[src/rtl/program_sequencer_if.sv]
// Decoder-facing instruction handshake for program_sequencer.
// The sequencer drives instr/instr_valid as master; the decoder returns instr_ready.
interface program_sequencer_if #(
    parameter int INSTR_W = 8
);
    logic [INSTR_W-1:0] instr;
    logic               instr_valid;
    logic               instr_ready;

    modport master (output instr, output instr_valid, input instr_ready);
    modport slave  (input instr, input instr_valid, output instr_ready);
endinterface

[src/rtl/program_sequencer.sv]
// Multi-program instruction store with its own PC; define SEQ_LOOP_EN to make OUT wrap to pc 0 instead of ending in DONE.
// Latency: start at edge N presents the first instruction after edge N+1; best case one instruction per two cycles.
// Backpressure: instr and pc are held while instr_valid=1 and instr_ready=0; only abort or rst withdraw instr_valid.
module program_sequencer #(
    parameter int              INSTR_W    = 8,
    parameter int              OPC_W      = 4,
    parameter int              DEPTH      = 16,
    parameter int              NUM_PROGS  = 4,
    parameter logic [OPC_W-1:0] OUT_OPCODE = 4'hB,
    parameter                  INIT_FILE  = "",
    parameter int              PSEL_W     = (NUM_PROGS > 1) ? $clog2(NUM_PROGS) : 1,
    localparam int             PC_W       = $clog2(DEPTH)
) (
    input  logic              clk,
    input  logic              rst,
    input  logic              start,
    input  logic              abort,
    input  logic [PSEL_W-1:0] prog_sel,
    program_sequencer_if.master dec,
    output logic [PC_W-1:0]   pc,
    output logic              busy,
    output logic              done,
    output logic              fault
);

    localparam logic [2:0] S_IDLE  = 3'd0;
    localparam logic [2:0] S_FETCH = 3'd1;
    localparam logic [2:0] S_ISSUE = 3'd2;
    localparam logic [2:0] S_DONE  = 3'd3;
    localparam logic [2:0] S_FAULT = 3'd4;

    localparam int  WORDS       = NUM_PROGS * DEPTH;
    localparam int  IDX_W       = (WORDS > 1) ? $clog2(WORDS) : 1;
    // A non-empty INIT_FILE disables the built-in image, leaving every word unprogrammed.
    localparam bit  USE_BUILTIN = (INIT_FILE == "");

    logic [2:0]         state;
    logic [PSEL_W-1:0]  prog;
    logic [INSTR_W-1:0] instr_q;
    logic [INSTR_W:0]   store [WORDS];
    logic [IDX_W-1:0]   fidx;
    logic [INSTR_W:0]   fword;

    function automatic logic [INSTR_W:0] image_word(input int p, input int a);
        logic [7:0] w;
        logic       v;
        w = 8'h00;
        v = 1'b0;
        if (p < 2 && a < 7) begin
            case (a)
                0:       w = 8'h90;
                1:       w = 8'hA4;
                2:       w = (p == 0) ? 8'h21 : 8'h01;
                3:       w = 8'h80;
                4:       w = 8'h50;
                5:       w = 8'h80;
                default: w = 8'hB0;
            endcase
            v = 1'b1;
        end
        return {v, INSTR_W'(w)};
    endfunction

    always_comb begin
        for (int i = 0; i < WORDS; i++) begin
            store[i] = USE_BUILTIN ? image_word(i / DEPTH, i % DEPTH) : '0;
        end
    end

    assign fidx  = IDX_W'(int'(prog) * DEPTH + int'(pc));
    assign fword = store[fidx];

    always_ff @(posedge clk) begin
        if (rst) begin
            state   <= S_IDLE;
            instr_q <= '0;
            pc      <= '0;
            prog    <= '0;
        end else if (abort) begin
            state <= S_IDLE;
            pc    <= '0;
        end else begin
            case (state)
                S_IDLE, S_DONE, S_FAULT: begin
                    if (start) begin
                        prog  <= prog_sel;
                        pc    <= '0;
                        state <= (int'(prog_sel) >= NUM_PROGS) ? S_FAULT : S_FETCH;
                    end
                end
                S_FETCH: begin
                    if (fword[INSTR_W]) begin
                        instr_q <= fword[INSTR_W-1:0];
                        state   <= S_ISSUE;
                    end else begin
                        state <= S_FAULT;
                    end
                end
                S_ISSUE: begin
                    if (dec.instr_ready) begin
                        // OUT is checked before overrun so an OUT in the last word still terminates cleanly.
                        if (instr_q[INSTR_W-1 -: OPC_W] == OUT_OPCODE) begin
`ifdef SEQ_LOOP_EN
                            pc    <= '0;
                            state <= S_FETCH;
`else
                            state <= S_DONE;
`endif
                        end else if (pc == PC_W'(DEPTH - 1)) begin
                            state <= S_FAULT;
                        end else begin
                            pc    <= pc + PC_W'(1);
                            state <= S_FETCH;
                        end
                    end
                end
                default: state <= S_IDLE;
            endcase
        end
    end

    assign dec.instr       = instr_q;
    assign dec.instr_valid = (state == S_ISSUE);
    assign busy            = (state == S_FETCH) || (state == S_ISSUE);
    assign done            = (state == S_DONE);
    assign fault           = (state == S_FAULT);

endmodule

[src/flat_wrapper.sv]
// flat-port wrapper written by rule: the top's interface ports become plain ports
module program_sequencer_flat 
#(
    parameter int              INSTR_W    = 8,
    parameter int              OPC_W      = 4,
    parameter int              DEPTH      = 16,
    parameter int              NUM_PROGS  = 4,
    parameter logic [OPC_W-1:0] OUT_OPCODE = 4'hB,
    parameter                  INIT_FILE  = "",
    parameter int              PSEL_W     = (NUM_PROGS > 1) ? $clog2(NUM_PROGS) : 1,
    localparam int             PC_W       = $clog2(DEPTH)
)
  (clk, rst, start, abort, prog_sel, pc, busy, done, fault, dec_instr, dec_instr_valid, dec_instr_ready);
  program_sequencer_if #(.INSTR_W(INSTR_W)) dec_i ();
  input  logic clk;
  input  logic rst;
  input  logic start;
  input  logic abort;
  input  logic [PSEL_W-1:0] prog_sel;
  output logic [PC_W-1:0] pc;
  output logic busy;
  output logic done;
  output logic fault;
  output wire logic [$bits(dec_i.instr)-1:0] dec_instr;
  output wire logic [$bits(dec_i.instr_valid)-1:0] dec_instr_valid;
  input wire logic [$bits(dec_i.instr_ready)-1:0] dec_instr_ready;
  assign dec_instr = dec_i.instr;
  assign dec_instr_valid = dec_i.instr_valid;
  assign dec_i.instr_ready = dec_instr_ready;
  program_sequencer #(.INSTR_W(INSTR_W), .OPC_W(OPC_W), .DEPTH(DEPTH), .NUM_PROGS(NUM_PROGS), .OUT_OPCODE(OUT_OPCODE), .INIT_FILE(INIT_FILE), .PSEL_W(PSEL_W)) u_core (.clk(clk), .rst(rst), .start(start), .abort(abort), .prog_sel(prog_sel), .dec(dec_i), .pc(pc), .busy(busy), .done(done), .fault(fault));
endmodule
[config.mk]
export PLATFORM = sky130hd
export DESIGN_NAME = program_sequencer_flat
export DESIGN_NICKNAME = d
export VERILOG_FILES = /design/src/rtl/program_sequencer_if.sv /design/src/rtl/program_sequencer.sv /design/src/flat_wrapper.sv
export SDC_FILE = /design/constraint.sdc
export NUM_CORES = 1
export LEC_CHECK = 0
export ABC_CLOCK_PERIOD_IN_PS = 1850
export BUFFER_PORTS_ARGS = -buffer_cell sky130_fd_sc_hd__buf_2
export CAP_MARGIN = 20
export CORE_MARGIN = 10
export CORE_UTILIZATION = 35
export CTS_CLUSTER_SIZE = 8
export DETAILED_ROUTE_END_ITERATION = 10
export GPL_ROUTABILITY_DRIVEN = 0
export PLACE_DENSITY = 0.61
export SYNTH_ARGS = -nofsm -noshare
export SYNTH_HDL_FRONTEND = slang
export SYNTH_SLANG_ARGS = --single-unit
[constraint.sdc]
create_clock -name clk -period 1.85 [get_ports clk]
set_input_delay 0.37 -clock clk [delete_from_list [all_inputs] [get_ports clk]]
set_output_delay 0.37 -clock clk [all_outputs]
set_load 0.05 [all_outputs]
---- Word level (Yosys, flattened, before mapping) ----
Memory sizes are Yosys's and may differ from the RTL's.
Index checks and enable logic that the tools add are counted.
cells by class
  $add $sub $neg .......................... 2
  magnitude comparators ................... 1
  eq/ne operators ......................... 10
  muxes and demuxes ....................... 13
  bitwise logic cells ..................... 2
  reductions and logical operators ........ 9
operators by type and width
  cell                   number
  $mux W9                2
  $mux W4                4
  $mux W3                5
  $pmux W3 S3            1
  $eq A4 B4 Y1 const B   2
  $pmux W4 S2            1
  $ge A7 B7 Y1 const B   1
  $not A6 Y7             1
  $add A6 B4 Y6          1
  $eq A3 B2 Y1 const B   2
  $ne A2 B2 Y1 const B   3
  $reduce_and A3 Y1      2
  $reduce_and A5 Y1      1
  $add A4 B1 Y4 const B  1
  $eq A3 B1 Y1 const B   1
  $eq A3 B3 Y1 const B   1
  $logic_not A3 Y1       1
  $reduce_or A3 Y1       1
  $ne A2 B1 Y1 const B   1
  $reduce_and A2 Y1      1
  $reduce_bool A2 Y1     1
  $reduce_or A2 Y1       1
  $logic_or A1 B1 Y1     1
  $not A1 Y1             1
storage, ports and cells
  register bits ........................... 17
  memory bits (read-only) ................. 576
  output and inout bits ................... 16
  logic and storage cells ................. 42
  memories kept ........................... 1
memories
  memory           words  width  read ports  clocked after Yosys merged registers in  write ports  RTL line                 source
  (no name shown)  64     9      1           0                                        0            program_sequencer.sv:71  assign fword = store[fidx];

---- Depth between registers and ports, before layout ----
Gate-level depths: netlist (run 1).
  depth after elaboration ................. 7
  gate-level depth with buffers ........... 6
  depth with buffers taken out ............ 6

---- Worst setup path after synthesis (run 1) ----
Ideal clock, no wire load.
  path kind ............................... flip-flop to flip-flop
  start point ............................. register u_core.state[2]
  end point ............................... register u_core.state[1]
  setup time .............................. 114 ps
  arrival time ............................ 2190 ps
  slack ................................... -454 ps
  stages on the path, launching flop included .. 5
  buffers on the path ..................... 1
  clock period less this slack ............ 2304 ps
  path through ............................ dfxtp_1 > buf_2 > nor3b_1 > a21oi_1 > a2111oi_0
RTL lines
  item                         RTL line                 source
  start: declaration           program_sequencer.sv:37  logic [2:0] state;
  start signal: assignment     program_sequencer.sv:88  state <= (int'(prog_sel) >= NUM_PROGS) ? S_FAULT : S_FETCH;
  $eq A3 B2 Y1 *               n/a
  net dec_instr_valid          flat_wrapper.sv:25       output wire logic [$bits(dec_i.instr_valid)-1:0] dec_instr_valid;
  $ne A2 B1 Y1 (no line)       n/a
  $reduce_and A2 Y1 (no line)  n/a
The timed path passes the listed nets; every way through them passes the cells marked *.
A chain may end at the register's enable or synchronous reset.

---- Worst setup path in the final report (run 1) ----
  start point ............................. register u_core.state[1]
  end point ............................... register u_core.instr_q[7], in the netlist u_core.dec.instr[7]
on the way
  word-level cells in the longest chain between the ends .. 2
ends and longest elaborated chain
  item                         RTL line                 source
  $eq A3 B1 Y1                 program_sequencer.sv:83  case (state)
  $reduce_and A3 Y1 (no line)  n/a
  end signal: assignment       program_sequencer.sv:93  instr_q <= fword[INSTR_W-1:0];
  end: declaration             program_sequencer.sv:39  logic [INSTR_W-1:0] instr_q;
Every way passes these cells.

==> impl_metrics.ini, run 1 <==
[min_path]
hp-start = prog_sel[0]
holdPathStages = 3
hold_path.class = primary input to register

[yosys]
synth-edff-count = 0
yosysTopAreaCell = dfxtp_1
synth_area_um2 = 923
syn_inst = 114
ys_top_cells_by_count = 15 x dfxtp_1, 13 x nor2_1, 11 x a21oi_1, 11 x nand2_1
yosysMostFrequentCell = dfxtp_1
yosys_warnings = 0
yosysSeqAreaShare = 0.325
syn_area_per_cell_um2 = 8.10
synth_area_leaders = dfxtp_1 33%, ha_1 8.1%, a21oi_1 6.0%, mux2i_1 5.4%, nor2_1 5.3%
synth_cell_types = 37
synth.ff_latch_count = 15
async_flop_share = 0
ys.flop_type = dfxtp_1
synth_top_area_frac = 0.325

[power]
power_switching_share = 0.294
comb_power_share = 0.171
power.share.clock = 0.301
p_leak_nw = 0.529
power_switching_uw = 186
pwr_density_cell_mw_per_mm2 = 565
total_power_uw = 634
internal-power_uw = 448
peakVddDrop_mv = 0.261
pwr-share-seq = 0.527

[floorplanning]
core_area_mm2 = 0.00250
dieArea_mm2 = 0.00509
io_pins = 23
row_count = 18
die_y_um = 71.4
die_w_um = 71.4
start_util = 0.369

[global_route]
grt_usage = 0.0878
grt_pass1_wl_um = 3770
grt_pass1_vias = 862
antenna_found_initial = 0
grt_max_degree = 12
grt-ovfl-total = 0

[place]
detailed_place_hpwl_um = 1830
io_buffers = 20
pre_cts_ws_ns = -0.0161

[clock_tree]
cts_tree = done
clock_latency_ns = 0.29
cts_hold_buf = 0
cts_setup_buffers = 0
root_buffer = clkbuf_4
cts_made_buffers = 3
htreeDepth = 1
cts.sinks = 15
clockBufferDepth = 2
path_clk_slew_ns = 0.10

[routing]
antenna_left = 0
num_vias = 835
drc_errors = 0
vias_per_cell = 4.94
drtPass1Iterations = 4
wl_per_cell_um = 13.3
wirelength_um = 2250
drt-initial-drc-count = 28

[sta]
fin_skew_ns = 0.0101
slew_viol_final = 0
layout_min_cycle_time_ns = 1.80
setup_viol = 0
final-hold-violation-count = 0
setup_slack_ns = 0.0457
tns_ns = 0
post-route-period-util = 0.975
max_freq_mhz = 554
rsz0062_at_grt = yes

[final_layout]
final_core_util = 0.449
nets = 153
drive_above_1_share = 0.324
fillCellCount = 259
syn2layout_area_growth_pct = 21.5
diodes = 0

[critical_path]
critPathArrivalTime_ns = 2.04
worst-r2r-cell-count = 4
crit_start = u_core.state[1]
critPathLaunchType = register
reg2reg_from = u_core.state[1]
crit_path_end_kind = register
critical_path_required_ns = 2.08
crit_type = register to register
cp_max_fo = 4

[flow_run]
cap_viol_max_count = 0

[outcome]
status = finished, final reports clean
[final timing paths]
| check | end | slack, ns |
|---|---|---|
| max | u_core.dec.instr[7] | 0.05 |
| min | u_core.prog[0] | 0.32 |
| max reg2reg | u_core.dec.instr[7] | 0.05 |
| min reg2reg | u_core.dec.instr[2] | 0.46 |
[critical path: stages (launching register included)]
cell and delay [ns]:
dfxtp_2 0.33, or3b_4 0.39, or4_4 0.56, or3_4 0.34, a21oi_2 0.12
[routing by layer]
layer | track usage | vias to the layer above | wire, um
li1 | - | 438 | -
met1 | 0.0931 | 381 | 1010
met2 | 0.158 | 14 | 1140
met3 | 0.0275 | 2 | 93
met4 | 0.0323 | 0 | 9
met5 | 0 | - | 0
[flip-flops by register name (all words and copies together) (netlist names)]
name / flops
u_core.dec.instr: 6
u_core.pc: 4
u_core.prog: 2
u_core.state: 3
[layout by cell type, fill, tap and decap left out, types with 2 or more instances in the layout]
master and count:
buf_4 12, inv_1 3, mux2i_1 5, conb_1 2, dfxtp_1 13, nand3_1 5, o21ai_1 3, dfxtp_2 2
ha_1 6, nand2_1 11, and3_1 2, nor2_1 12, clkbuf_4 4, o21ai_0 2, buf_2 19, a21oi_1 10
nor4b_1 2, xnor2_1 2, nor3_1 3
[through the flow]
stage	area (um2)	hold slack, ns	instances
CTS	1110	0.314	169
floorplan	932	0.462	115
global placement	1070	0.441	165
finish	1120	0.323	169
detailed placement	1070	0.448	165
global route	1120	0.319	169
[power by group through the flow]
stage | Combinational, mW | Clock, mW | Sequential (mW)
5_1_grt | 0.118 | 0.215 | 0.336
3_3_place_gp | 0.104 | 0 | 0.341
4_1_cts | 0.107 | 0.203 | 0.334
3_5_place_dp | 0.106 | 0 | 0.342
2_1_floorplan | 0.0763 | 0 | 0.346
6_report | 0.109 | 0.191 | 0.335
[timing repair]
| action | 4_1_cts | 5_1_grt |
|---|---|---|
| resized for setup | 1 | 6 |
| endpoints found under the setup margin | 2 | 3 |
| pin swaps | 0 | 4 |
[layout make-up]
type	instances	area, um2	area share
Timing Repair Buffer	32	193	0.172
Multi-Input combinational cell	85	551	0.491
Sequential cell	15	303	0.270
Clock inverter	1	5.00	0.00446
Tap cell	30	37.5	0.0334
Inverter	3	11.3	0.0100
Clock buffer	3	22.5	0.0201
[cells by family (layout without fill, tap and decap cells)]
kind of cell / count (synthesis) / after routing / share of synthesized area
simple gates: 50 / 50 / 0.290
other cells: 1 / 2 / 0.00406
mux: 5 / 5 / 0.0542
compound gates: 19 / 19 / 0.112
buf+inv: 15 / 39 / 0.104
flops: 15 / 15 / 0.325
xor+xnor: 3 / 3 / 0.0285
fa+ha+maj: 6 / 6 / 0.0813
No activity file was read; power rests on OpenSTA's default activity.
==> inputs of run 2 (changes only) <==
--- a/config.mk
+++ b/config.mk
@@ -14,6 +14,7 @@
 export DETAILED_ROUTE_END_ITERATION = 10
 export GPL_ROUTABILITY_DRIVEN = 0
 export PLACE_DENSITY = 0.61
+export RECOVER_POWER = 50
 export SYNTH_ARGS = -nofsm -noshare
 export SYNTH_HDL_FRONTEND = slang
 export SYNTH_SLANG_ARGS = --single-unit
==> impl_metrics.ini, run 2 (same netlist as run 1, synthesis figures left out) <==
[outcome]
status = finished, final reports clean

[routing]
drt-initial-drc-count = 27
wl_met3_um = 93
wl_per_cell_um = 13.3
antenna_left = 0
drtPass1Iterations = 4
top_layer_used = met4
wirelength_um = 2250
vias_per_cell = 4.93
drc_errors = 0
wl_met1_um = 1010
wl_met2_um = 1140
num_vias = 833

[final_layout]
syn2layout_area_growth_pct = 20.5
final_common_cell = dfxtp_1
drive_above_1_share = 0.266
fin_cells = 169
multi_input_area_um2 = 551
fillCellCount = 264
seq_area_um2 = 303
nets = 153
final_cell_mix = 13 x dfxtp_1, 12 x nor2_1, 12 x buf_4
largest_reg_flops = 6
final_core_util = 0.445
diodes = 0

[global_route]
grt_usage = 0.0878
antenna_found_initial = 0
grt_max_degree = 12
grt_pass1_vias = 862
grt_pass1_wl_um = 3770
grt-ovfl-total = 0

[clock_tree]
cts.sinks = 15
htreeDepth = 1
root_buffer = clkbuf_4
clockBufferDepth = 2
clock_latency_ns = 0.29
path_clk_slew_ns = 0.10
cts_hold_buf = 0
cts_tree = done
cts_made_buffers = 3
cts_setup_buffers = 0

[power]
peakVddDrop_mv = 0.261
pwr_density_cell_mw_per_mm2 = 570
total_power_uw = 634
p_leak_nw = 0.494

[sta]
post-route-period-util = 0.975
layout_min_cycle_time_ns = 1.80
slew_viol_final = 0
rsz0062_at_grt = yes
final-hold-violation-count = 0
setup_slack_ns = 0.0457
fin_skew_ns = 0.00999
slew_headroom = 0.585
setup_viol = 0
worst_slew_pin_slew_ns = 0.625
max_freq_mhz = 554

[critical_path]
critical_path_required_ns = 2.08
crit_family = simple AND/OR/NAND/NOR gates
path_cells = or3b_4 -> or4_4 -> or3_4 -> a21oi_2
path_buf_inv = 0
cp_max_fo = 4
crit_slowest_cell = or4_4
critPathArrivalTime_ns = 2.04
critPathLaunchType = register
crit_type = register to register
crit_path_end_kind = register
cp_slowest_stage_delay_ns = 0.56

[floorplanning]
row_count = 18
io_pins = 23
dieArea_mm2 = 0.00509
die_y_um = 71.4
core_area_mm2 = 0.00250
start_util = 0.369
die_w_um = 71.4

[place]
place_inst = 165
io_buffers = 20
pre_cts_ws_ns = -0.0161
detailed_place_hpwl_um = 1830

[min_path]
hold_path.class = primary input to register

[flow_run]
cap_viol_max_count = 0
## run 2: changes by cell type in the layout (fill, tap and decap cells not counted)
cell	previous run	this run
clkbuf_1	0	8
buf_2	19	11
## run 2: routing by layer
layer | up-vias | GRT usage
li1 | 438 | -
met1 | 379 | 0.0931
met2 | 14 | 0.158
met3 | 2 | 0.0275
met4 | 0 | 0.0323
met5 | - | 0
## run 2: what timing repair did
| action | 4_1_cts | 5_1_grt |
|---|---|---|
| gates resized for setup | 1 | 6 |
| cloned | 0 | 0 |
| setup endpoints to repair | 2 | 3 |
| pin swaps | 0 | 4 |
## run 2: power breakdown
group | internal (mW) | switching [mW]
clock | 0.0803 | 0.111
sequential | 0.330 | 0.00461
combinational | 0.0374 | 0.0709
## run 2: worst min-delay path: stages
cell and delay (ns):
buf_2 0.08, mux2i_1 0.05, nor2_1 0.07
## run 2: worst paths after layout
| path | start | to | cells past startpoint | slack (ns) |
|---|---|---|---|---|
| setup / recovery | u_core.state[1] | u_core.dec.instr[7] | 4 | 0.05 |
| hold / removal | prog_sel[0] | u_core.prog[0] | 3 | 0.32 |
| setup reg to reg | u_core.state[1] | u_core.dec.instr[7] | 4 | 0.05 |
| hold reg to reg | u_core.dec.instr[0] | u_core.dec.instr[0] | 2 | 0.46 |
## run 2: metrics by stage
step           instance area, um2  setup TNS [ns]  hold slack, ns
6_report                     1110               0           0.323
5_1_grt                      1110        -0.00754           0.319
4_1_cts                      1110               0           0.314
3_3_place_gp                 1070               0           0.441
2_1_floorplan                 932          -0.194           0.462
3_5_place_dp                 1070         -0.0161           0.448
## run 2: cell type report
class / instances / area share
Inverter: 3 / 0.0101
Tap cell: 30 / 0.0337
Clock buffer: 3 / 0.0202
Multi-Input combinational cell: 85 / 0.495
Timing Repair Buffer: 32 / 0.164
Sequential cell: 15 / 0.272
Clock inverter: 1 / 0.00450
